===== config.mk =====
export PLATFORM = sky130hd
export DESIGN_NAME = bin_to_bcd_seq
export DESIGN_NICKNAME = d
export VERILOG_FILES = /design/src/rtl/disp_pkg.sv /design/src/rtl/bcd_add3.sv /design/src/rtl/bin_to_bcd_seq.sv
export SDC_FILE = /design/constraint.sdc
export NUM_CORES = 1
export LEC_CHECK = 0
export ABC_AREA = 1
export BUFFER_PORTS_ARGS = -buffer_cell sky130_fd_sc_hd__buf_2
export CORE_ASPECT_RATIO = 2
export CORE_UTILIZATION = 40
export CTS_CLUSTER_SIZE = 40
export DETAILED_ROUTE_END_ITERATION = 7
export GPL_ROUTABILITY_DRIVEN = 0
export PLACE_DENSITY_LB_ADDON = 0.15
export SLEW_MARGIN = 15
export SYNTH_ARGS = -nofsm -noshare
export SYNTH_HDL_FRONTEND = slang
export SYNTH_SLANG_ARGS = --single-unit
export TNS_END_PERCENT = 1

===== constraint.sdc =====
create_clock -name clk -period 2.5 [get_ports clk]
set_input_delay 0.125 -clock clk [delete_from_list [all_inputs] [get_ports clk]]
set_output_delay 0.125 -clock clk [all_outputs]
set_load 0.01 [all_outputs]

===== src/rtl/disp_pkg.sv =====
// disp_pkg: shared display types, conversion FSM states and the 7-segment digit decoder
package disp_pkg;
  localparam int BCD_W = 4;
  typedef logic [3:0] bcd_digit_t;
  typedef enum logic [1:0] {IDLE, SHIFT, DONE} conv_state_t;
  // Active-high segments, bit order gfedcba; non-decimal codes blank the digit
  function automatic logic [6:0] seg7(input bcd_digit_t d);
    case (d)
      4'd0: seg7 = 7'b0111111;
      4'd1: seg7 = 7'b0000110;
      4'd2: seg7 = 7'b1011011;
      4'd3: seg7 = 7'b1001111;
      4'd4: seg7 = 7'b1100110;
      4'd5: seg7 = 7'b1101101;
      4'd6: seg7 = 7'b1111101;
      4'd7: seg7 = 7'b0000111;
      4'd8: seg7 = 7'b1111111;
      4'd9: seg7 = 7'b1101111;
      default: seg7 = 7'b0000000;
    endcase
  endfunction
endpackage


===== src/rtl/bcd_add3.sv =====
// bcd_add3: double-dabble digit correction, adds 3 to any digit of 5 or more
module bcd_add3
  import disp_pkg::*;
(
  input  bcd_digit_t d,
  output bcd_digit_t q
);
  assign q = (d >= 4'd5) ? d + 4'd3 : d;
endmodule


===== src/rtl/bin_to_bcd_seq.sv =====
// bin_to_bcd_seq: sequential shift-and-add-3 binary to BCD converter with held result
module bin_to_bcd_seq
  import disp_pkg::*;
#(
  parameter int WIDTH       = 16,
  parameter int DIGITS      = 5,
  parameter int DISP_DIGITS = 4
) (
  input  logic                      clk,
  input  logic                      reset,
  input  logic                      start,
  input  logic [WIDTH-1:0]          bin,
  output logic                      busy,
  output logic                      done,
  output logic [BCD_W*DIGITS-1:0]   bcd,
  output logic                      overflow
);
  localparam int SW = BCD_W * DIGITS;
  localparam int CW = $clog2(WIDTH + 1);
  localparam logic [63:0] LIM = 64'(10 ** DISP_DIGITS - 1);
  conv_state_t state, nxt;
  logic [WIDTH-1:0] sh;
  logic [SW-1:0] scr, cor, scr_nxt;
  logic [CW-1:0] cnt;
  logic ovf_c;
  genvar i;
  for (i = 0; i < DIGITS; i++) begin : g_add
    bcd_add3 u_add3 (.d(scr[BCD_W*i +: BCD_W]), .q(cor[BCD_W*i +: BCD_W]));
  end
  // Correct every digit first, then shift the next binary bit into the units digit
  assign scr_nxt = {cor[SW-2:0], sh[WIDTH-1]};
  always_ff @(posedge clk or posedge reset)
    if (reset) state <= IDLE;
    else state <= nxt;
  always_comb begin
    nxt = IDLE;
    nxt = (state == IDLE)  ? (start ? SHIFT : IDLE) :
          (state == SHIFT) ? ((cnt == CW'(1)) ? DONE : SHIFT) : IDLE;
  end
  assign busy = (state != IDLE);
  assign done = (state == DONE);
  always_ff @(posedge clk or posedge reset)
    if (reset) begin
      sh       <= '0;
      scr      <= '0;
      cnt      <= '0;
      ovf_c    <= 1'b0;
      bcd      <= '0;
      overflow <= 1'b0;
    end else if (state == IDLE && start) begin
      sh    <= bin;
      scr   <= '0;
      cnt   <= CW'(WIDTH);
      ovf_c <= 64'(bin) > LIM;
    end else if (state == SHIFT) begin
      sh  <= {sh[WIDTH-2:0], 1'b0};
      scr <= scr_nxt;
      cnt <= cnt - CW'(1);
      if (cnt == CW'(1)) begin
        bcd      <= scr_nxt;
        overflow <= ovf_c;
      end
    end
endmodule


==> impl_metrics.csv <==
group,metric,value,unit
run_status,status,"finished, final reports clean",
synth,ys_ff_latch,65,
routing,vias_per_cell,4.91,
routing,ant_nets,0,
clock_tree,post_cts_buffers,0,
grt,grt_max_degree,35,
synth,ys_types,26,
power,power_leakage,2.03,nW
clock_tree,cts_buffers,9,
routing,finalWirelength,7.02,mm
synth,synthTopCellsByArea,"dfrtp_1 50%, nand2_1 17%, nand3_1 8.5%",
grt,grt_pass1_wl,11.9,mm
setup_path,endpoint_kind,"flip-flop",
floorplan,ios,42,
clock_tree,cts_hold_repair.buffers,2,
timing,worst_hold_slack,0.0213,ns
floorplan,die_h,129,microns
routing,routedWlPerCell,13.0,microns
routing,dr_wl_met3,181,microns
synth,avgSynthCellArea,8.22,sq um
setup_path,critPathKind,"reg -> reg",
routing,top_layer,"met4",
setup_path,crit_chain,"nand2_2 > nand2_2 > inv_2 > nand2_1 > o211ai_1",
power,p_clk_frac,0.231,
power,power_frac_comb,0.414,
timing,min_period_over_period,0.657,
timing,finalSetupViolCount,0,
timing,max_freq,609,MHz
timing,worstMarginPinSlew,0.668,ns
synth,synth_area,3250,sq um
power,ir_drop,554,uV
routing,num_vias,2658,
routing,wl_met1,2.92,mm
clock_tree,cts_tree,"done",
synth,synth.most_common_cell,"nand2_1",
routing,dr.pass1.iters,4,
timing,skew,0.00635,ns
floorplan,dieArea,8510,sq um
timing,hold_violations,0,
finish,multi_input_area,1350,sq um
synth,synthFlopType,"dfrtp_1",
floorplan,start_util,0.412,
timing,final_max_slew_viol_count,0,
run,drv_cap,0,
synth,synth.top_cells.by_count,"150 x nand2_1, 65 x dfrtp_1, 55 x nand3_1",
min_path,min_path_type,"in -> reg",
finish,area_growth,16.8,%
finish,fillers,793,
clock_tree,cts_root_buffer,"clkbuf_16",
setup_path,start_kind,"flip-flop",
setup_path,crit_top_cell,"nand2_2",
setup_path,path_delay_family,"simple AND/OR/NAND/NOR gates",
grt,antenna_found_initial,0,
setup_path,max_stage_delay,0.41,ns
setup_path,critical_path.max_fanout,26,
synth,synth_edf_count,0,
floorplan,die_x,65.7,microns
setup_path,critPathArrivalTime,1.87,ns
power,power.total,5.24,mW
clock_tree,max-clock-path-buffers,2,
finish,drive_above_1_share,0.166,
place,hpwl,4.99,mm
power,internal_power,3.09,mW
finish,n_antenna_cell,0,
clock_tree,clk_latency,0.33,ns
grt,grt_use_total,0.185,
power,seqPwrFrac,0.355,
place,port_buffers,41,
power,cellPowerDensity,1380,nW/um^2
synth,synthCells,395,
routing,drc_errors,0,
floorplan,core,7890,sq um
timing,fin_crit,1.64,ns
place,pre_cts_slack,0.844,ns
setup_path,required,2.73,ns
timing,maxSlewHeadroom,0.554,
timing,fin_ws,0.858,ns
synth,synth_top_area_frac,0.501,
clock_tree,clk_pin_slew,0.05,ns
clock_tree,clock_sinks,65,
synth,yosys_warnings,0,
timing,rsz0062_at_grt,"false",
clock_tree,htree_levels,3,
power,p_switching,2.14,mW
grt,grt_overflow,0,
finish,fin_nets,471,
routing,drt_iter0_drc,130,
routing,dr_wl_met2,3.73,mm
synth,ys_seq_area_frac,0.501,
setup_path,path_buf_inv,1,
grt,grt_pass1_vias,2589,
timing,tns,0,ns
floorplan,rows,46,
finish,ff_latch_area,1630,sq um
power,netSwitchingFraction,0.410,
synth,async_flop_share,1.00,
synth,synth_area_leader_cell,"dfrtp_1",
synth,synth_nets,426,
clock_tree,post_cts_resize_count,0,
setup_path,cp_slowest_cell,"inv_2",
setup_path,reg2reg_slack,0.86,ns
[final cells by class]
type,count,share of cell area
clock inverter,2,0.00264
clock buffer,14,0.0748
inverter,42,0.0429
multi-input combinational,277,0.356
timing repair buffer,45,0.0633
sequential,65,0.429
tap,96,0.0317
[worst min-delay path: stages]
cell and delay [ns]:
buf_2 0.07, nand2_1 0.04, nand3_1 0.07
[kinds of logic after synthesis]
family                     share of synthesized area
and+or+nand+nor                                0.297
DFF                                            0.501
buffers and inverters                         0.0832
AOI/OAI and AO/OA                             0.0732
adders and majority gates                     0.0462
[flip-flops by register name (all words and copies together), names as in the netlist]
register	flops
overflow	1
bcd	20
state	2
ovf_c	1
cnt	5
scr	20
sh	16
[stage by stage]
stage               instance area (sq um)  instances   util
finish                               3790        541  0.481
global route                         3790        541  0.481
CTS                                  3790        541  0.481
detailed placement                   3480        523  0.441
global placement                     3480        523  0.441
floorplan                            3250        395      -
[power by group through the flow]
stage,Sequential [mW],Clock [mW],Combinational [mW]
floorplan,1.89,0,1.65
global placement,1.86,0,2.13
detailed placement,1.87,0,2.19
CTS,1.86,1.24,2.21
global route,1.93,1.28,2.50
finish,1.86,1.21,2.17
[final timing paths]
check                      startpoint       end  cells after the start
max                          state[0]    sh[12]                      5
min                            bin[3]     sh[3]                      3
max reg2reg                  state[0]    sh[12]                      5
min reg2reg                  overflow  overflow                      2
max in group asynchronous       reset    sh[14]                      4
min in group asynchronous       reset     sh[1]                      3
[placed cells by master (no fill, tap or decap), types with 5 or more instances in the layout]
master and count:
nand2_1 150, o211ai_1 7, dfrtp_1 65, nand3_1 55, o22ai_1 5, o21ai_0 19, clkbuf_16 9, ha_1 12
buf_2 41, nor2_1 8, inv_1 37
[per-layer routing]
layer / global-route usage / vias to the layer above
met5: 0 / -
met4: 0.106 / 0
met3: 0.0317 / 11
met2: 0.325 / 43
met1: 0.203 / 1244
li1: - / 1360
Power figures use the tool's default switching activity.
